--- config.mk ---
export PLATFORM = sky130hd
export DESIGN_NAME = brq_rvfi_trace_buffer_flat
export DESIGN_NICKNAME = d
export VERILOG_FILES = /design/src/rtl/brq_rvfi_trace_buffer_if.sv /design/src/rtl/brq_rvfi_trace_buffer.sv /design/src/flat_wrapper.sv
export SDC_FILE = /design/constraint.sdc
export NUM_CORES = 2
export LEC_CHECK = 0
export CORE_UTILIZATION = 55
export DETAILED_ROUTE_END_ITERATION = 6
export GPL_TIMING_DRIVEN = 0
export PLACE_DENSITY = 0.76
export SYNTH_ARGS = -nofsm -noshare
export SYNTH_HDL_FRONTEND = slang
export SYNTH_SLANG_ARGS = --single-unit
export TNS_END_PERCENT = 10
--- constraint.sdc ---
create_clock -name clk_i -period 11.2 [get_ports clk_i]
set_input_delay 2.24 -clock clk_i [delete_from_list [all_inputs] [get_ports clk_i]]
set_output_delay 2.24 -clock clk_i [all_outputs]
set_load 0.01 [all_outputs]
--- src/rtl/brq_rvfi_trace_buffer_if.sv ---
// Retirement-stream input and drain port of the RVFI trace buffer.
interface brq_rvfi_trace_buffer_if;
    localparam int unsigned RecW = 105;

    logic            rvfi_valid;
    logic [31:0]     rvfi_pc_rdata;
    logic [31:0]     rvfi_insn;
    logic [4:0]      rvfi_rd_addr;
    logic [31:0]     rvfi_rd_wdata;
    logic            rvfi_trap;
    logic            rvfi_intr;
    logic [1:0]      rvfi_mode;
    logic            rd_ready_i;
    logic            rd_valid_o;
    logic [RecW-1:0] rd_data_o;

    // Core/consumer side: drives retirements and read-ready.
    modport master (
        output rvfi_valid, rvfi_pc_rdata, rvfi_insn, rvfi_rd_addr, rvfi_rd_wdata,
        output rvfi_trap, rvfi_intr, rvfi_mode, rd_ready_i,
        input  rd_valid_o, rd_data_o
    );

    // Trace buffer side.
    modport slave (
        input  rvfi_valid, rvfi_pc_rdata, rvfi_insn, rvfi_rd_addr, rvfi_rd_wdata,
        input  rvfi_trap, rvfi_intr, rvfi_mode, rd_ready_i,
        output rd_valid_o, rd_data_o
    );
endinterface

--- src/rtl/brq_rvfi_trace_buffer.sv ---
// On-chip RVFI retirement trace buffer with filter, trigger/post-trigger
// freeze, stop-when-full or circular storage and a FWFT drain port.
module brq_rvfi_trace_buffer #(
    parameter  int unsigned Depth = 16,
    parameter  int unsigned PostW = 8,
    localparam int unsigned LvlW  = $clog2(Depth + 1)
) (
    input  logic                  clk_i,
    input  logic                  rst_ni,
    brq_rvfi_trace_buffer_if.slave bus,
    input  logic                  cfg_wrap_i,
    input  logic                  cfg_trap_only_i,
    input  logic                  arm_i,
    input  logic                  clear_i,
    input  logic                  trig_pc_en_i,
    input  logic [31:0]           trig_pc_i,
    input  logic                  trig_on_trap_i,
    input  logic [PostW-1:0]      post_count_i,
    output logic [LvlW-1:0]       level_o,
    output logic [15:0]           drop_cnt_o,
    output logic [1:0]            state_o,
    output logic                  triggered_o
);
    localparam int unsigned PtrW = $clog2(Depth);
    localparam int unsigned RecW = 105;

    typedef enum logic [1:0] {
        StIdle   = 2'd0,
        StRun    = 2'd1,
        StPost   = 2'd2,
        StFrozen = 2'd3
    } state_e;

    state_e          state_q, state_d;
    logic [PtrW-1:0] wptr_q, wptr_d, rptr_q, rptr_d;
    logic [LvlW-1:0] level_q, level_d;
    logic [15:0]     drop_q, drop_d;
    logic [PostW-1:0] post_q, post_d;
    logic            trig_q, trig_d;
    logic            rd_valid_q, rd_valid_d;
    logic [RecW-1:0] rd_data_q, rd_data_d;
    logic [RecW-1:0] mem_q [Depth];

    logic [RecW-1:0] rec;
    logic capturing, trig_ev, qual, cap, pop, full, overwrite, drop, wr_en;

    assign rec = {bus.rvfi_pc_rdata, bus.rvfi_insn, bus.rvfi_rd_addr, bus.rvfi_rd_wdata,
                  bus.rvfi_trap, bus.rvfi_intr, bus.rvfi_mode};

    // Capture qualification, buffer bookkeeping and trigger state machine.
    always_comb begin
        state_d    = state_q;
        wptr_d     = wptr_q;
        rptr_d     = rptr_q;
        level_d    = level_q;
        drop_d     = drop_q;
        post_d     = post_q;
        trig_d     = trig_q;

        capturing  = (state_q == StRun) || (state_q == StPost);
        trig_ev    = (state_q == StRun) && bus.rvfi_valid &&
                     ((trig_pc_en_i && (bus.rvfi_pc_rdata == trig_pc_i)) ||
                      (trig_on_trap_i && bus.rvfi_trap));
        qual       = bus.rvfi_valid && capturing &&
                     (!cfg_trap_only_i || bus.rvfi_trap || bus.rvfi_intr);
        // The trigger record is stored even when the filter rejects it.
        cap        = qual || trig_ev;
        pop        = rd_valid_q && bus.rd_ready_i;
        full       = (level_q == LvlW'(Depth));
        overwrite  = cap && full && !pop && cfg_wrap_i;
        drop       = cap && full && !pop && !cfg_wrap_i;
        wr_en      = cap && !drop && !clear_i;

        if (wr_en) begin
            wptr_d = wptr_q + PtrW'(1);
        end
        if (pop || overwrite) begin
            rptr_d = rptr_q + PtrW'(1);
        end
        if (wr_en && !pop && !overwrite) begin
            level_d = level_q + LvlW'(1);
        end else if (pop && !wr_en) begin
            level_d = level_q - LvlW'(1);
        end
        if (drop && (drop_q != 16'hFFFF)) begin
            drop_d = drop_q + 16'd1;
        end

        // Dropped records advance trigger/post counting like stored ones.
        unique case (state_q)
            StIdle, StFrozen: begin
                if (arm_i) begin
                    state_d = StRun;
                    post_d  = post_count_i;
                    trig_d  = 1'b0;
                end
            end
            StRun: begin
                if (trig_ev) begin
                    trig_d  = 1'b1;
                    state_d = (post_q == '0) ? StFrozen : StPost;
                end
            end
            StPost: begin
                if (cap) begin
                    post_d = post_q - PostW'(1);
                    if (post_q == PostW'(1)) begin
                        state_d = StFrozen;
                    end
                end
            end
            default: state_d = StIdle;
        endcase

        if (clear_i) begin
            state_d = StIdle;
            wptr_d  = '0;
            rptr_d  = '0;
            level_d = '0;
            drop_d  = '0;
            post_d  = '0;
            trig_d  = 1'b0;
        end

        // Registered FWFT head: forward the incoming record when it lands at the head.
        rd_valid_d = (level_d != '0);
        rd_data_d  = (wr_en && (wptr_q == rptr_d)) ? rec : mem_q[rptr_d];
    end

    // Control and output registers.
    always_ff @(posedge clk_i) begin
        if (!rst_ni) begin
            state_q    <= StIdle;
            wptr_q     <= '0;
            rptr_q     <= '0;
            level_q    <= '0;
            drop_q     <= '0;
            post_q     <= '0;
            trig_q     <= 1'b0;
            rd_valid_q <= 1'b0;
            rd_data_q  <= '0;
        end else begin
            state_q    <= state_d;
            wptr_q     <= wptr_d;
            rptr_q     <= rptr_d;
            level_q    <= level_d;
            drop_q     <= drop_d;
            post_q     <= post_d;
            trig_q     <= trig_d;
            rd_valid_q <= rd_valid_d;
            rd_data_q  <= rd_data_d;
        end
    end

    // Record storage; contents need no reset.
    always_ff @(posedge clk_i) begin
        if (rst_ni && wr_en) begin
            mem_q[wptr_q] <= rec;
        end
    end

    assign bus.rd_valid_o = rd_valid_q;
    assign bus.rd_data_o  = rd_data_q;
    assign level_o        = level_q;
    assign drop_cnt_o     = drop_q;
    assign state_o        = 2'(state_q);
    assign triggered_o    = trig_q;
endmodule

--- src/flat_wrapper.sv ---
// flat-port wrapper written by rule: the top's interface ports become plain ports
module brq_rvfi_trace_buffer_flat 
#(
    parameter  int unsigned Depth = 16,
    parameter  int unsigned PostW = 8,
    localparam int unsigned LvlW  = $clog2(Depth + 1)
)
  (clk_i, rst_ni, cfg_wrap_i, cfg_trap_only_i, arm_i, clear_i, trig_pc_en_i, trig_pc_i, trig_on_trap_i, post_count_i, level_o, drop_cnt_o, state_o, triggered_o, bus_rvfi_valid, bus_rvfi_pc_rdata, bus_rvfi_insn, bus_rvfi_rd_addr, bus_rvfi_rd_wdata, bus_rvfi_trap, bus_rvfi_intr, bus_rvfi_mode, bus_rd_ready_i, bus_rd_valid_o, bus_rd_data_o);
  brq_rvfi_trace_buffer_if bus_i ();
  input  logic clk_i;
  input  logic rst_ni;
  input  logic cfg_wrap_i;
  input  logic cfg_trap_only_i;
  input  logic arm_i;
  input  logic clear_i;
  input  logic trig_pc_en_i;
  input  logic [31:0] trig_pc_i;
  input  logic trig_on_trap_i;
  input  logic [PostW-1:0] post_count_i;
  output logic [LvlW-1:0] level_o;
  output logic [15:0] drop_cnt_o;
  output logic [1:0] state_o;
  output logic triggered_o;
  input wire logic [$bits(bus_i.rvfi_valid)-1:0] bus_rvfi_valid;
  input wire logic [$bits(bus_i.rvfi_pc_rdata)-1:0] bus_rvfi_pc_rdata;
  input wire logic [$bits(bus_i.rvfi_insn)-1:0] bus_rvfi_insn;
  input wire logic [$bits(bus_i.rvfi_rd_addr)-1:0] bus_rvfi_rd_addr;
  input wire logic [$bits(bus_i.rvfi_rd_wdata)-1:0] bus_rvfi_rd_wdata;
  input wire logic [$bits(bus_i.rvfi_trap)-1:0] bus_rvfi_trap;
  input wire logic [$bits(bus_i.rvfi_intr)-1:0] bus_rvfi_intr;
  input wire logic [$bits(bus_i.rvfi_mode)-1:0] bus_rvfi_mode;
  input wire logic [$bits(bus_i.rd_ready_i)-1:0] bus_rd_ready_i;
  output wire logic [$bits(bus_i.rd_valid_o)-1:0] bus_rd_valid_o;
  output wire logic [$bits(bus_i.rd_data_o)-1:0] bus_rd_data_o;
  assign bus_i.rvfi_valid = bus_rvfi_valid;
  assign bus_i.rvfi_pc_rdata = bus_rvfi_pc_rdata;
  assign bus_i.rvfi_insn = bus_rvfi_insn;
  assign bus_i.rvfi_rd_addr = bus_rvfi_rd_addr;
  assign bus_i.rvfi_rd_wdata = bus_rvfi_rd_wdata;
  assign bus_i.rvfi_trap = bus_rvfi_trap;
  assign bus_i.rvfi_intr = bus_rvfi_intr;
  assign bus_i.rvfi_mode = bus_rvfi_mode;
  assign bus_i.rd_ready_i = bus_rd_ready_i;
  assign bus_rd_valid_o = bus_i.rd_valid_o;
  assign bus_rd_data_o = bus_i.rd_data_o;
  brq_rvfi_trace_buffer #(.Depth(Depth), .PostW(PostW)) u_core (.clk_i(clk_i), .rst_ni(rst_ni), .bus(bus_i), .cfg_wrap_i(cfg_wrap_i), .cfg_trap_only_i(cfg_trap_only_i), .arm_i(arm_i), .clear_i(clear_i), .trig_pc_en_i(trig_pc_en_i), .trig_pc_i(trig_pc_i), .trig_on_trap_i(trig_on_trap_i), .post_count_i(post_count_i), .level_o(level_o), .drop_cnt_o(drop_cnt_o), .state_o(state_o), .triggered_o(triggered_o));
endmodule
==> metrics list <==
- Status: finished with violations
* Failing checks: DRC, capacitance limit, slew limit
* Number of distinct standard cells referenced by the synthesized netlist: 68
- Reg2Reg Setup Slack: between 4000 and 5000 ps
* IO Count: roughly 290
- For this run, the post-layout net count is 5,480.
- Clock skew on the completed layout was measured at ~27 ps.
- The number of hold violations in the final report is 0.
- The number of antenna violations at the first check in global routing came to 23.
* Clock-pin slew of the registers on the worst-case setup and hold paths: approximately 70 ps
- Clock period minus final worst setup slack: roughly 8700 ps
- Cell type with the highest occurrence count on the critical path: sky130_fd_sc_hd__clkbuf_1
- Number of violations reported at the end of detailed-routing iteration 0: about 6,300
- Max-cap violations in this run came to 1.
* Pin count of the biggest net entering global routing: 31
- The worst hold path was traced through 2 stages.
- For this run, the register share of the synthesized area comes to 76.4%.
- The tightest min-delay check is of the reg -> reg type.
- After global routing the overflow that remains totals 0.
* Relative slew slack: -2.70%
* Number of clock sinks: roughly 1,800
* Total global routing track utilization: between 30% and 40%
- Die boundary width: 358 microns
- Initial Util: 55.6%
- Timing would allow up to between 100 and 150 MHz.
- Ratio of cells with drive above 1 in the final layout: under 10%
- The critical path in this run is classified as in -> reg.
- Layout overhead on the synthesized area: 18.0%
- Register-to-Register Path Depth: 13
* First-pass GRT wire length: 283,000 microns
- Walking the worst path, the cells encountered are clkdlybuf4s50_1 -> xnor2_1 -> nand4_1 -> or4_1 -> clkbuf_1 -> or4_1 -> o211a_1 -> a21oi_1 -> clkbuf_1 -> clkbuf_1 -> nor2_1 -> a31oi_1 -> a21oi_1 -> o211ai_1.
* Cells after synthesis: approximately 4,800
- Summed over all cells, the static leakage comes to 0.0279 uW.
- For this run, the detailed router's first-pass iteration total came to 7.
- The number of hold buffers added after CTS was 0.
* Total number of yosys warnings: 0
* Gpl congestion: around 0.86
* Number of synthesized flops with an enable pin: about 1,700
- Detailed placement finished with a half-perimeter wire length of ~130,000 microns.
- The final layout contains routed wiring with a total length of 195,000 microns.
- Setup repair after global routing left no endpoint under its margin.
- Worst supply voltage drop on vdd: roughly 0.18 mV
* Standard cell area after detailed placement: about 77,000 sq um
- After routing the design area is approximately 82,000 sq um.
- Port buffering added about 280 buffers.
* Site row count: 130
- STA classifies the critical path endpoint as a flop.
- CP startpoint kind: primary input
- Setup Fix Bufs, Post-CTS: 0
- Synthesized netlist net count: 4,921
* Area of the mapped netlist: 69,800 sq um
* Average cell area after synthesis: ~15 sq um
- Synthesis inferred between 1,500 and 2,000 register bits.
* Vias per Instance: approximately 6.4
- Depth of the CTS H-tree: 4
- Delay of the slowest cell on the worst path: ~1200 ps
- Final period util: between 70% and 80%
* Antenna viol nets, final: 0
- In this run the standard cell core region covers 126,000 sq um.
- Average routed wire per standard cell: approximately 27 microns
* Die Y-Extent: roughly 360 microns
- The number of max-slew violations in the final report was 11.
- On the critical path, the stage with the largest delay is an instance of sky130_fd_sc_hd__clkbuf_1.
* Data required time at the worst endpoint: about 12,000 ps
- Post-CTS repair changed the size of 0 cells.
* Non-filler instance count after layout: 7,125
* Worst-case clock buffer depth: 3
* Vias after detailed routing: 45,300
- For this run, asynchronously set or reset flops after synthesis account for 0%.
- Final-report setup violation count: 0
- Including well taps, the total number of placed cells is approximately 6,800.
- DRC violations left: 2
* TritonCTS clock tree: yes
* TritonCTS buffer count: 176
* Vias in the first global route: between 40,000 and 50,000
- Measured slew at the worst slew-check pin: between 1500 and 2000 ps
- Root cell of the clock tree: sky130_fd_sc_hd__clkbuf_16
* Clock insertion delay at the later pin of the skew report: ~820 ps
* Arrival time of data at the critical path endpoint: 9370 ps
- Most frequently used flop master after synthesis: sky130_fd_sc_hd__edfxtp_1
- In this run the power density over the cells is between 150 and 200 nW/um^2.
* Die area: around 130,000 sq um
* Highest fanout seen on the critical path: 18
[routing by layer]
layer  up-vias  GRT usage (%)  share of wire (%)
li1      19500              -                  -
met5         -              0              0.076
met3       506           6.48                 10
met1     22500           37.6                 36
met4        24           14.3                4.7
met2      2789           50.4                 49
[cell type report]
cell class	instances	area, sq um
antenna	9	22.5
buffer	316	1340
clock buffer	236	4820
clock inverter	96	906
fill	8452	43300
inverter	18	67.6
multi-input combinational	2593	15200
sequential	1826	53400
tap	1650	2060
timing repair buffer	381	4660
[Yosys cell counts (7+ instances only)]
cell	count	area share, %
sky130_fd_sc_hd__a211oi_1	45	0.48
sky130_fd_sc_hd__a21o_1	71	0.76
sky130_fd_sc_hd__a21oi_1	360	2.6
sky130_fd_sc_hd__a22oi_1	109	1.2
sky130_fd_sc_hd__a31oi_1	35	0.31
sky130_fd_sc_hd__a32o_1	70	1.0
sky130_fd_sc_hd__a32oi_1	103	1.3
sky130_fd_sc_hd__and3_1	78	0.70
sky130_fd_sc_hd__buf_1	36	0.19
sky130_fd_sc_hd__buf_2	76	0.54
sky130_fd_sc_hd__buf_4	7	0.075
sky130_fd_sc_hd__clkbuf_1	193	1.0
sky130_fd_sc_hd__dfxtp_1	146	4.2
sky130_fd_sc_hd__edfxtp_1	1680	72
sky130_fd_sc_hd__ha_1	13	0.23
sky130_fd_sc_hd__inv_1	16	0.086
sky130_fd_sc_hd__mux2i_1	108	1.5
sky130_fd_sc_hd__nand2_1	824	4.4
sky130_fd_sc_hd__nand3_1	51	0.37
sky130_fd_sc_hd__nand4_1	11	0.099
sky130_fd_sc_hd__nor2_1	198	1.1
sky130_fd_sc_hd__nor3_1	11	0.079
sky130_fd_sc_hd__nor4_1	12	0.11
sky130_fd_sc_hd__o211ai_1	37	0.40
sky130_fd_sc_hd__o21ai_0	89	0.64
sky130_fd_sc_hd__o221ai_1	103	1.3
sky130_fd_sc_hd__o22ai_1	73	0.65
sky130_fd_sc_hd__o2bb2ai_1	71	0.89
sky130_fd_sc_hd__or4_1	8	0.086
sky130_fd_sc_hd__xnor2_1	32	0.40
sky130_fd_sc_hd__xor2_1	22	0.28
[stage by stage]
step | worst slack [ps] | utilization (%) | TNS (ps) | total power [uW] | hold WS, ps
final | 2490 | 65.6 | 0 | 13900 | 505
after global routing | 2300 | 65.6 | 0 | 14200 | 525
after CTS | 2560 | 65.5 | 0 | 13900 | 505
after detailed placement | 1780 | 61.0 | 0 | 8070 | 493
after global placement | -10370 | 59.5 | -8825600 | 8060 | 485
after floorplan | -842 | - | -265040 | 7780 | 482
[placed cells by master (no fill, tap or decap), types with 27 or more instances in the layout]
| master | netlist | routed |
|---|---|---|
| sky130_fd_sc_hd__o2bb2ai_1 | 71 | 71 |
| sky130_fd_sc_hd__nand3_1 | 51 | 51 |
| sky130_fd_sc_hd__buf_2 | 76 | 76 |
| sky130_fd_sc_hd__buf_1 | 36 | 36 |
| sky130_fd_sc_hd__and3_1 | 78 | 78 |
| sky130_fd_sc_hd__a32oi_1 | 103 | 103 |
| sky130_fd_sc_hd__clkbuf_16 | 0 | 181 |
| sky130_fd_sc_hd__a21o_1 | 71 | 71 |
| sky130_fd_sc_hd__nand2_1 | 824 | 824 |
| sky130_fd_sc_hd__mux2i_1 | 108 | 108 |
| sky130_fd_sc_hd__buf_12 | 0 | 32 |
| sky130_fd_sc_hd__clkdlybuf4s50_1 | 0 | 283 |
| sky130_fd_sc_hd__a31oi_1 | 35 | 35 |
| sky130_fd_sc_hd__a211oi_1 | 45 | 45 |
| sky130_fd_sc_hd__o21ai_0 | 89 | 89 |
| sky130_fd_sc_hd__a22oi_1 | 109 | 109 |
| sky130_fd_sc_hd__edfxtp_1 | 1680 | 1680 |
| sky130_fd_sc_hd__o211ai_1 | 37 | 37 |
| sky130_fd_sc_hd__o22ai_1 | 73 | 73 |
| sky130_fd_sc_hd__dfxtp_1 | 146 | 146 |
| sky130_fd_sc_hd__xnor2_1 | 32 | 32 |
| sky130_fd_sc_hd__buf_6 | 3 | 35 |
| sky130_fd_sc_hd__clkbuf_1 | 193 | 236 |
| sky130_fd_sc_hd__a32o_1 | 70 | 70 |
| sky130_fd_sc_hd__clkinv_2 | 0 | 27 |
| sky130_fd_sc_hd__o221ai_1 | 103 | 103 |
| sky130_fd_sc_hd__nor2_1 | 198 | 185 |
| sky130_fd_sc_hd__clkinv_1 | 1 | 36 |
| sky130_fd_sc_hd__a21oi_1 | 360 | 360 |
[worst max-delay path: cells and delay by family]
kind            cells  cell delay [ps]
buf+inv             4             2800
compound gates      5             1790
simple gates        4             1700
xor+xnor            1              780
[worst paths after layout]
| kind | from | endpoint |
|---|---|---|
| max | bus_rvfi_pc_rdata[20] | u_core.bus.rd_data_o[75]$_SDFF_PN0_ |
| min | u_core.drop_cnt_o[10]$_SDFFE_PP0P_ | u_core.drop_cnt_o[10]$_SDFFE_PP0P_ |
| max reg2reg | u_core.state_o[0]$_SDFFE_PP0P_ | u_core.bus.rd_data_o[75]$_SDFF_PN0_ |
| min reg2reg | u_core.drop_cnt_o[10]$_SDFFE_PP0P_ | u_core.drop_cnt_o[10]$_SDFFE_PP0P_ |
[registers in the layout (all words and copies together) (netlist names)]
| register | flops |
|---|---|
| u_core.bus.rd_data_o | 105 |
| u_core.bus.rd_valid_o | 1 |
| u_core.drop_cnt_o | 16 |
| u_core.level_o | 5 |
| u_core.mem_q | 1680 |
| u_core.post_q | 8 |
| u_core.rptr_q | 4 |
| u_core.state_o | 2 |
| u_core.triggered_o | 1 |
| u_core.wptr_q | 4 |
[cell families (layout without fill, tap and decap cells)]
logic type / after synthesis / after routing / share of synthesized area (%)
mux: 109 / 109 / 1.56
other cells: 0 / 9 / 0
xor+xnor: 54 / 54 / 0.677
compound gates: 1192 / 1192 / 11.8
simple gates: 1225 / 1225 / 7.28
fa+ha+maj: 13 / 13 / 0.233
flops: 1826 / 1826 / 76.4
buf+inv: 334 / 1047 / 2.00
[report_power, final]
group / switching, uW / internal, uW / total (uW)
Clock: 2560 / 3360 / 5920
Combinational: 283 / 166 / 449
Sequential: 17.0 / 7470 / 7490
(Power assumes the default switching activity.)
